===== src/rtl/bcd_down_timer.sv =====
// Packed-BCD countdown timer: load a BCD start value, decrement once per enabled cycle, pulse done at expiry.
// Optional macro BCD_DOWN_TIMER_AUTO_RELOAD_EN restarts from the last loaded value on expiry.
module bcd_down_timer #(
   parameter int DIGITS = 2
) (
   input  logic                  clk,
   input  logic                  reset,
   input  logic                  load,
   input  logic [4*DIGITS-1:0]   load_val,
   input  logic                  en,
   output logic [4*DIGITS-1:0]   count,
   output logic                  busy,
   output logic                  zero,
   output logic                  done
);

   typedef enum logic {EMPTY, ACTIVE} state_t;

   state_t               state;
   logic [4*DIGITS-1:0]  load_san;
   logic [4*DIGITS-1:0]  dec_val;
   logic                 expire;
`ifdef BCD_DOWN_TIMER_AUTO_RELOAD_EN
   logic [4*DIGITS-1:0]  reload;
`endif

   // Clamp invalid digits and build the rippled-borrow decrement in one pass.
   always_comb begin
      logic       borrow;
      logic [3:0] d;
      load_san = '0;
      dec_val  = '0;
      borrow   = 1'b1;
      for (int i = 0; i < DIGITS; i++) begin
         d = load_val[4*i +: 4];
         load_san[4*i +: 4] = (d > 4'd9) ? 4'd9 : d;
         d = count[4*i +: 4];
         if (!borrow) begin
            dec_val[4*i +: 4] = d;
         end else if (d == 4'd0) begin
            dec_val[4*i +: 4] = 4'd9;
         end else begin
            dec_val[4*i +: 4] = d - 4'd1;
            borrow = 1'b0;
         end
      end
   end

   assign expire = (state == ACTIVE) && en && (dec_val == '0);

   always_ff @(posedge clk or posedge reset) begin
      if (reset) begin
         state  <= EMPTY;
         count  <= '0;
         busy   <= 1'b0;
         zero   <= 1'b1;
         done   <= 1'b0;
`ifdef BCD_DOWN_TIMER_AUTO_RELOAD_EN
         reload <= '0;
`endif
      end else begin
         done <= 1'b0;
         if (load) begin
            count <= load_san;
`ifdef BCD_DOWN_TIMER_AUTO_RELOAD_EN
            reload <= load_san;
            // Expiry coinciding with a load still reports the period boundary.
            done   <= expire;
`endif
            if (load_san != '0) begin
               state <= ACTIVE;
               busy  <= 1'b1;
               zero  <= 1'b0;
            end else begin
               state <= EMPTY;
               busy  <= 1'b0;
               zero  <= 1'b1;
            end
         end else if (state == ACTIVE && en) begin
            if (expire) begin
               done <= 1'b1;
`ifdef BCD_DOWN_TIMER_AUTO_RELOAD_EN
               if (reload != '0) begin
                  count <= reload;
               end else begin
                  count <= '0;
                  state <= EMPTY;
                  busy  <= 1'b0;
                  zero  <= 1'b1;
               end
`else
               count <= '0;
               state <= EMPTY;
               busy  <= 1'b0;
               zero  <= 1'b1;
`endif
            end else begin
               count <= dec_val;
            end
         end
      end
   end

endmodule


===== config.mk =====
export PLATFORM = sky130hd
export DESIGN_NAME = bcd_down_timer
export DESIGN_NICKNAME = d
export VERILOG_FILES = /design/src/rtl/bcd_down_timer.sv
export SDC_FILE = /design/constraint.sdc
export NUM_CORES = 1
export LEC_CHECK = 0
export CAP_MARGIN = 20
export CORE_UTILIZATION = 38
export DETAILED_ROUTE_END_ITERATION = 8
export GPL_TIMING_DRIVEN = 0
export PLACE_DENSITY = 0.68
export SYNTH_ARGS = -nofsm -noshare
export SYNTH_HDL_FRONTEND = slang
export SYNTH_SLANG_ARGS = --single-unit

===== constraint.sdc =====
create_clock -name clk -period 3.9 [get_ports clk]
set_input_delay 0.585 -clock clk [delete_from_list [all_inputs] [get_ports clk]]
set_output_delay 0.585 -clock clk [all_outputs]
set_load 0.01 [all_outputs]

==> results of run 1 <==
==> metal layers <==
layer,wire [µm],track usage,up-vias
met5,0,0,-
met4,0,0.03030,0
met3,64,0.07234,0
met2,719,0.2866,14
met1,734,0.2434,281
li1,-,-,311
==> metrics by stage <==
stage                     std cells    util  instance area (µm²)  hold WS, ns  setup slack [ns]
after floorplan                  67       -                641.9       0.4367             2.298
after global placement          104  0.5657                872.1       0.5051             1.859
after detailed placement        104  0.5657                872.1       0.5068             1.861
after CTS                       108  0.5828                898.4       0.5184             1.977
after global routing            108  0.5828                898.4       0.5593             1.957
final                           108  0.5828                898.4       0.5163             1.991
==> cells by family (layout without fill, tap and decap cells) <==
group / Yosys count / in the layout / share of synthesized area
AO/OA/AOI/OAI: 23 / 23 / 0.2534
buffers and inverters: 7 / 32 / 0.05652
flip-flops: 11 / 11 / 0.4308
multiplexers: 1 / 1 / 0.01560
AND/OR/NAND/NOR: 25 / 25 / 0.2436
==> sequential cells by signal, summed over array words and instances (netlist names) <==
| name | flops |
|---|---|
| done | 1 |
| state | 1 |
| zero | 1 |
| count | 8 |
==> power groups by stage <==
| stage | Sequential (mW) | Combinational (mW) | Clock, mW |
|---|---|---|---|
| floorplan | 0.143 | 0.0359 | 0 |
| global placement | 0.141 | 0.0799 | 0 |
| detailed placement | 0.141 | 0.0801 | 0 |
| CTS | 0.139 | 0.0802 | 0.0818 |
| global route | 0.142 | 0.0875 | 0.0853 |
| finish | 0.139 | 0.0798 | 0.0782 |
==> cell usage after synthesis (2+ instances only) <==
cell / instances
nand4_1: 2
o31ai_1: 2
clkbuf_1: 2
inv_1: 4
nor2_1: 4
nor3_1: 3
a31oi_1: 5
or3_2: 2
o21ai_0: 3
nand2_1: 2
nor2b_1: 2
dfrtp_1: 10
nor4_1: 3
a21oi_1: 3
==> cell type report <==
cell class / count / area share
timing repair buffer: 21 / 0.2340
sequential: 11 / 0.3078
tap: 16 / 0.02228
clock buffer: 4 / 0.02925
multi-input combinational: 49 / 0.3663
inverter: 4 / 0.01671
buffer: 3 / 0.02368
==> final timing paths <==
check,to,slack (ns),depth (start not counted)
max in group asynchronous,zero,2.93,2
worst min-delay path,zero,0.52,2
min in group asynchronous,count[2],0.62,2
worst max-delay path,zero,1.99,1
worst max register to register,count[7],2.25,3
worst min register to register,zero,0.52,2
==> out/metrics.cfg, run 1 <==
[synthesis]
netlist-cell-type-count=34
yosysTopAreaCell=dfrtp_1
postSynthCellCount=67
synth_seq_cells=11
synth.avg_cell_area_um2=9.580
ys.flop_type=dfrtp_1
ys_seq_area_frac=0.4308
synthTopCellsByArea=dfrtp_1 39%, a31oi_1 4.9%, dfstp_2 4.1%
synth_area_um2=641.9
synth_edf_count=0
ys_warn_count=0
syn-num-nets=79
postSynth.asyncResetShare=1.000
netlist.area_leader.share=0.3899

[pwr]
p_per_area_nw_per_um2=330.9
power_leakage_nw=0.3586
p_int_uw=209.8
clkPwrFrac=0.263
vdd_ir_drop_max_uv=163.5
pwr-share-comb=0.268
seq_power_share=0.468
switchingPower_uw=87.41
total_power_uw=297.2
sw_frac_of_total=0.2941

[global_routing]
overflow=0
grt_util_all_layers=0.1837
grt_antenna_before_repair=0
grt_pass1_wl_um=2559
grt_pass1_vias=549
grt_max_degree=12

[timing]
timing.setup.tns_ns=0
relSlewSlack=0.6887
fin_crit_sh=0.4895
skew_ns=0.003254
setup-violations-final=0
grt_setup_unrepaired=false
tightest_slew_ns=0.4665
finalMaxSlewViolations=0
hold_viol_final=0
timing.fmax_mhz=523.9
min_period_ns=1.909

[clock_tree]
cts_hold_buffers=0
post_cts_buffers=0
cts_resized=0
clk_latency_ns=0.27
cts.sinks=11
cts_tree=yes
clockBufferDepth=2
cts_inserted_buffers=3
cts_root_buf=clkbuf_4
clk_pin_slew_ns=0.07
htree_levels=1

[setup_path]
crit_chain=clkdlybuf4s50_1
crit_slowest_cell=dfstp_2
cpPeakStageDelay_ns=0.53
worst-setup-path-type=reg -> out
cp_max_fo=2
cp-start-kind=flop
crit_arrival_ns=1.32
crit_start=zero
r2r_start=count[1]
critPathTopFamily=flip-flops
endpoint_kind=primary output
critPathBufInv=1
critPathRequiredTime_ns=3.31

[routing]
viasPerCell=5.611
antenna_left=0
drt_iter0_drc=7
vias=606
first_pass_iters=4
wl_um=1518
wl_per_cell_um=14.06
drcViolationCount=0

[min_path]
hold_start=zero
hp-class=reg -> reg

[layout]
n_antenna_cell=0
nFillCells=150
seqCellArea_um2=276.5
drive_gt1_frac=0.1196
multi_input_area_um2=329.1
area_growth_pct=39.96
final_common_cell=clkdlybuf4s50_1
layout.nets=105
layout_common_cells=21 x clkdlybuf4s50_1, 10 x dfrtp_1, 5 x a31oi_1

[floorplan]
core_um2=1541
die_w_um=43.10
dieArea_um2=1858
num_rows=14
start_util=0.4164
die_y_um=43.10
io_pins=23

[job]
drv_cap=0

[place]
dpl.hpwl_um=1149
io_buffers=21
place_congestion=0.7908

[status]
status=complete, no violations

No activity file was read; power rests on OpenSTA's default activity.
==> run 2, diff against run 1 <==
--- a/config.mk
+++ b/config.mk
@@ -9,7 +9,7 @@
 export CORE_UTILIZATION = 38
 export DETAILED_ROUTE_END_ITERATION = 8
 export GPL_TIMING_DRIVEN = 0
-export PLACE_DENSITY = 0.68
+export PLACE_DENSITY = 0.7
 export SYNTH_ARGS = -nofsm -noshare
 export SYNTH_HDL_FRONTEND = slang
 export SYNTH_SLANG_ARGS = --single-unit
==> constraint.sdc (replaced) <==
create_clock -name clk -period 1.7 [get_ports clk]
set_input_delay 0.255 -clock clk [delete_from_list [all_inputs] [get_ports clk]]
set_output_delay 0.255 -clock clk [all_outputs]
set_load 0.01 [all_outputs]
==> out/metrics.cfg, run 2 (same netlist as run 1, synthesis figures left out) <==
[status]
status=complete, no violations  ; unchanged

[pwr]
p_per_area_nw_per_um2=766.0  ; was 330.9 nW/µm²
power_leakage_nw=0.3661  ; was 0.3586 nW
vdd_ir_drop_max_uv=468.8  ; was 163.5 µV

[setup_path]
crit_slowest_cell=or3_2  ; was dfstp_2
crit_chain=or3_4 > or3_2 > a31oi_1  ; was clkdlybuf4s50_1
critPathRequiredTime_ns=1.90  ; was 3.31 ns
critPathTopFamily=simple AND/OR/NAND/NOR gates  ; was flip-flops
endpoint_kind=flop  ; was primary output
crit_start=count[1]  ; was zero
worst-setup-path-type=reg -> reg  ; was reg -> out
crit_arrival_ns=1.79  ; was 1.32 ns
r2r_start=count[1]  ; unchanged
cp_max_fo=6  ; was 2
cpPeakStageDelay_ns=0.46  ; was 0.53 ns
critPathBufInv=0  ; was 1
cp-start-kind=flop  ; unchanged

[floorplan]
num_rows=14  ; unchanged
core_um2=1541  ; unchanged
io_pins=23  ; unchanged
dieArea_um2=1858  ; unchanged
die_y_um=43.10  ; unchanged
start_util=0.4164  ; unchanged
die_w_um=43.10  ; unchanged

[routing]
wl_per_cell_um=14.62  ; was 14.06 µm
antenna_left=0  ; unchanged
drt_iter0_drc=28  ; was 7
viasPerCell=5.918  ; was 5.611
drcViolationCount=0  ; unchanged
wl_um=1608  ; was 1518 µm
vias=651  ; was 606
first_pass_iters=4  ; unchanged

[place]
dpl.hpwl_um=1110  ; was 1149 µm
place_congestion=0.7597  ; was 0.7908
dpl_cell_area_um2=872.1  ; unchanged
io_buffers=21  ; unchanged

[timing]
setup-violations-final=0  ; unchanged
hold_viol_final=0  ; unchanged
fin_crit_sh=0.9340
min_period_ns=1.588
holdWs_ns=0.2726  ; was 0.5163 ns
grt_setup_unrepaired=false  ; unchanged
timing.setup.tns_ns=0  ; unchanged
timing.fmax_mhz=629.8
skew_ns=0.007273  ; was 0.003254 ns
finalMaxSlewViolations=0  ; unchanged
relSlewSlack=0.6708  ; was 0.6887
tightest_slew_ns=0.4900  ; was 0.4665 ns

[clock_tree]
cts_root_buf=clkbuf_4  ; unchanged
clk_latency_ns=0.27  ; about the same
cts_inserted_buffers=3  ; unchanged
cts.sinks=11  ; unchanged
clockBufferDepth=2  ; unchanged
cts_hold_buffers=0  ; unchanged
cts_tree=yes  ; unchanged
clk_pin_slew_ns=0.08  ; was 0.07 ns
htree_levels=1  ; unchanged

[layout]
layout_common_cells=21 x clkdlybuf4s50_1, 8 x dfrtp_1, 5 x a31oi_1  ; was 21 x clkdlybuf4s50_1, 10 x dfrtp_1, 5 x a31oi_1
area_growth_pct=42.69  ; was 39.96%
layout.nets=107  ; was 105
drive_gt1_frac=0.1596  ; was 0.1196
n_antenna_cell=0  ; unchanged
largest-register=count  ; unchanged
final_cell_area_um2=915.9  ; was 898.4 µm²
largest_reg_flops=8  ; unchanged
final_common_cell=clkdlybuf4s50_1  ; unchanged

[global_routing]
busiest_layer=met2  ; unchanged
grt_pass1_vias=562  ; was 549
grt_pass1_wl_um=2566  ; was 2559 µm
gr-usage-met2=0.2896  ; was 0.2866
grt_antenna_before_repair=0  ; unchanged
grt_util_all_layers=0.1879  ; was 0.1837
met3_usage=0.06383  ; was 0.07234
grt_max_degree=12  ; unchanged
grtUsageMet1=0.2480  ; was 0.2434
overflow=0  ; unchanged

[min_path]
hp-class=in -> async  ; was reg -> reg

[job]
drv_cap=0  ; unchanged

[run 2: cell types whose count changed in the layout (fill, tap and decap cells not counted)]
cell and change:
buf_4 +2, dfrtp_2 +2, dfrtp_1 -2
[run 2: worst paths after layout]
kind,to,cells past startpoint,slack [ns]
min reg2reg,zero,2,0.51
max reg2reg,count[4],3,0.11
min,count[7],2,0.27
min in group clk,done,2,0.35
max in group asynchronous,zero,2,1.09
max,count[4],3,0.11
[run 2: area by class of cell]
class                   count  area, µm²
flip-flops and latches     11      279.0
clock buffers               4      26.28
fillers                   141      625.6
well taps                  16      20.02
repair buffers             23      225.2
inverters                   4      15.01
multi-input cells          49      329.1
plain buffers               3      21.27
[run 2: stage by stage]
step	worst slack (ns)	total power, mW	std cells	util
floorplan	0.09784	0.4113	67	-
global placement	0.002454	0.5048	104	0.5657
detailed placement	-0.01208	0.5074	104	0.5657
CTS	0.05552	0.6932	108	0.5828
global route	0.02350	0.7379	110	0.5942
finish	0.1122	0.7015	110	0.5942
[run 2: timing repair]
item	4_1_cts	5_1_grt
buffers inserted	0	2
endpoints found under the setup margin	0	1
gates resized for setup	0	2
[run 2: per-layer routing]
layer,vias up,share of wire
met4,0,0.0068
met2,23,0.48
li1,318,-
met1,308,0.46
met3,2,0.055
met5,-,0
[run 2: power breakdown]
part,switching (mW),total (mW),internal (mW)
clock network,0.0958,0.187,0.0909
logic,0.0842,0.195,0.111
registers,0.0326,0.319,0.287
==> RTL edit 1, RTL diff (config.mk and constraints of run 2) <==
The option `BCD_DOWN_TIMER_AUTO_RELOAD_EN` is turned on by a define.
--- a/src/rtl/bcd_down_timer.sv
+++ b/src/rtl/bcd_down_timer.sv
@@ -2,2 +2,4 @@
 // Optional macro BCD_DOWN_TIMER_AUTO_RELOAD_EN restarts from the last loaded value on expiry.
+`define BCD_DOWN_TIMER_AUTO_RELOAD_EN
+
 module bcd_down_timer #(
Function: changed (Yosys sat finds a counterexample within 4 cycles, from zero or initial values and one cycle with reset high).
==> RTL edit 1 against run 2 <==
Sequential cell count is 8 higher. Worst hold slack better by 75 ps. Utilization is 6.5 points lower. Wire length is 52% higher. Total power is 47% higher. Synthesized area is 53% higher. Cell area is 42% higher. Setup slack worse by 65 ps. Cell count is 48% higher. Largest cell class unchanged. Highest routed layer unchanged.
==> RTL edit 1: results (changes against run 2) <==
Run status = finished, final reports clean
Critical path's top delay family = flip-flops
Dpl cell area = 1240 µm² (+42%)
Vias in the first global route = 820 (+46%)
Critical path's slowest cell = dfstp_2
Final WL = 2.44 mm (+52%)
Clock Skews = 1.51 ps (-5.76 ps)
Syn-to-layout area delta = 32.1%
Largest net degree at the start of global routing = 20 (+8)
Clk_lat worst skew = 310 ps (+40 ps)
Worst stage delay on the critical path = 560 ps (+100 ps)
Post-CTS resize count = 2 (+2)
DR iter-0 viols = 27 (-3.6%)
R2R setup slack = 90 ps (-20 ps)
CP Max Fanout = 2 (-4)
NumNets Final = 146 (+36%)
# port buffers = 22 (+4.8%)
Type of the most critical hold path = primary input to asynchronous set/reset pin
Yosys warning count = 0 (unchanged)
CP Capture Point = zero
Setup Buffers After CTS = 2 (+2)
Layout cells sized above 1 = 0.135 (-0.0242)
CTS clk-pin slew, worst paths = 120 ps (+40 ps)
Global-route wire length before repair = 3.71 mm (+44%)
Fillers = 218 (+55%)
Worst-margin pin slew = 729 ps (+239 ps)
H-tree depth = 1 (unchanged)
Sequential area share after synthesis = 0.485 (+0.0539)
Drt via density = 5.67 (-4.1%)
Worst VDD drop = 0.580 mV (+24%)
RR Endpoint = state
Synth top area cells = dfrtp_1, nand2_1, o21ai_0
R2R cell count = 5 (+2)
Gate Count Post-Synth = 105 (+57%)
Post-synthesis net count = 117 (+48%)
Crit share post-route = 0.972 (+0.0382)
Number of synthesized flops with an enable pin = 0 (unchanged)
Crit path from = zero
GRT Overall Usage = 0.189 (+0.00150)
Leak Pwr = 0.496 nW (+35%)
Yosys cell types = 35 (+2.9%)
Crit Reg-Reg Startpoint = count[4]
Worst Path Arrival = 1400 ps (-390 ps)
Fin Hold WS = 347 ps (+74.7 ps)
Dpl hpwl = 1.73 mm (+56%)
[RTL edit 1: layout make-up]
cell class,instances,area share
plain buffers,4,0.0135
well taps,30,0.0289
clock buffers,4,0.0202
repair buffers,24,0.181
multi-input cells,77,0.372
flip-flops and latches,19,0.370
inverters,5,0.0145
[RTL edit 1: where the power goes]
group	switching, mW	leakage [nW]	total (mW)	internal (mW)
clock	0.156	0.0150	0.248	0.0918
combinational	0.104	0.259	0.226	0.122
sequential	0.0625	0.222	0.559	0.496
total	0.322	0.496	1.03	0.710
[RTL edit 1: per-layer routing]
metal,global-route usage,up-vias,part of all wire
met2,0.302,36,0.49
li1,-,441,-
met3,0.0172,7,0.055
met1,0.247,441,0.43
met5,0,-,0
met4,0.114,0,0.025
[RTL edit 1: kinds of logic after synthesis]
group                     count (synthesis)  share of synthesized area
muxes                                     2                     0.0229
DFF                                      19                      0.485
buffers and inverters                     9                     0.0356
and+or+nand+nor                          43                      0.238
xor gates and xnor gates                  2                     0.0178
AOI/OAI and AO/OA                        30                      0.201
==> RTL edit 2, RTL diff (flow settings as in run 2) <==
Without the edit above. Make the reset (`reset`) synchronous in one clocked block.
--- a/src/rtl/bcd_down_timer.sv
+++ b/src/rtl/bcd_down_timer.sv
@@ -50,3 +50,3 @@
 
-   always_ff @(posedge clk or posedge reset) begin
+   always_ff @(posedge clk) begin
       if (reset) begin
Formal check against the unedited RTL: differs if reset is asserted again (counterexample within 4 cycles, from zero or initial values and one cycle with reset high); with reset held inactive, the same outputs for 10 cycles.
==> RTL edit 2 against run 2 <==
Synthesized area increased by 0.97%. Global-route usage increased by 3.1 points. Die area increased by 0.93%. Total power decreased by 0.17%. Setup slack got worse by 56 ps. Clock power increased by 5%. Critical path depth decreased by 2. Sequential cell count unchanged. Cell area increased by 0.14%. Wire length increased by 8.0%. Critical endpoint is now count[0]. Highest routed layer unchanged.
==> RTL edit 2: results (changes against run 2) <==
Run status = finished, final reports clean
Fin Hold WS = 452 ps (+180 ps)
Clk_lat worst skew = 290 ps (+20 ps)
Worst stage delay on the critical path = 600 ps (+140 ps)
Vias in the first global route = 672 (+20%)
Worst VDD drop = 0.430 mV (-8.2%)
Met2 Resource Use GR = 0.325 (+0.0358)
Largest net degree at the start of global routing = 11 (-1)
RR Endpoint = count[5]
Share of the synthesized area in the top cell type = 0.340 (-0.0501)
Hold_sp = zero
Final hold vios = 0 (unchanged)
Critical path's slowest cell = clkdlybuf4s50_1
Wire per inst = 14.3 µm (-1.9%)
GR Util met1 = 0.287 (+0.0388)
Layout cells sized above 1 = 0.0952 (-0.0643)
Clock Skews = 9.39 ps (+2.12 ps)
R2R cell count = 4 (+1)
# port buffers = 22 (+4.8%)
Commonest cells in the netlist = dfxtp_1, a21oi_1, nand2_1
Dpl hpwl = 1.32 mm (+18%)
Worst Path Arrival = 1390 ps (-400 ps)
Placer Congestion = 0.850 (+12%)
DR iter-0 viols = 20 (-29%)
Type of the most critical hold path = flip-flop to flip-flop
Leak Pwr = 0.335 nW (-8.5%)
Global-route wire length before repair = 2.97 mm (+16%)
Maximum clock path buffer count = 2 (unchanged)
Crit Reg-Reg Startpoint = count[0]
Critical path's top delay family = buffers and inverters
Sequential area share after synthesis = 0.340 (-0.0910)
Post-synthesis net count = 91 (+15%)
Yosys cell types = 35 (+2.9%)
Drt via density = 6.06 (+2.4%)
Ys async rst share = 0 (-1.00)
Max-Slew Margin vs Limit = 0.705 (+0.0337)
Synth top area cells = dfxtp_1, a21oi_1, a21o_1
CP Max Fanout = 7 (+1)
Fillers = 156 (+11%)
Power Clock = 0.197 mW (+5%)
R2R setup slack = 170 ps (+60 ps)
GRT Overall Usage = 0.219 (+0.0307)
NumNets Final = 118 (+10%)
Place WS = -63.6 ps (-51.6 ps)
Cell Int Power = 0.470 mW (-3.9%)
Initial antenna violation count = 0 (unchanged)
RTL edit 2: cell types whose count changed in the layout (fill, tap and decap cells not counted), moves of 3 or more:
cell / delta
a21o_1: +3
a21oi_1: +6
a31oi_1: -3
clkbuf_1: -3
dfrtp_1: -8
dfxtp_1: +10
nand2_1: +4
RTL edit 2: area by class of cell:
cell class                      count  area share
Sequential cell                    11       0.241
Clock buffer                        3      0.0246
Tap cell                           16      0.0218
Clock inverter                      1     0.00546
Timing Repair Buffer               22       0.240
Inverter                            5      0.0205
Buffer                              2      0.0177
Multi-Input combinational cell     61       0.428
RTL edit 2: per-layer routing:
layer	routed length [µm]	vias to the layer above	share of wire
li1	-	354	-
met1	817	347	0.47
met2	804	27	0.46
met3	75	5	0.043
met4	39	0	0.022
met5	0	-	0
RTL edit 2: metrics by stage:
stage | cells | power [mW] | area (µm²) | util
finish | 121 | 0.700 | 917 | 0.595
CTS | 121 | 0.695 | 916 | 0.594
detailed placement | 117 | 0.507 | 888 | 0.576
global route | 121 | 0.738 | 917 | 0.595
floorplan | 79 | 0.413 | 648 | -
global placement | 117 | 0.504 | 888 | 0.576
RTL edit 2: worst max-delay path by stage:
stage	from	end	slack, ps	cells after the start
global placement	en	count[4]	-70	5
finish	count[0]	count[0]	60	1
detailed placement	en	count[4]	-60	5
global route	count[0]	count[0]	0.4	1
CTS	count[3]	count[3]	30	1
floorplan	count[3]	count[5]	320	4
RTL edit 2: cell families after synthesis:
logic type             Yosys count  share of synthesized area
XOR/XNOR                         2                     0.0270
buffers and inverters            7                     0.0540
flip-flops                      11                      0.340
AND/OR/NAND/NOR                 29                      0.266
AO/OA/AOI/OAI                   30                      0.313
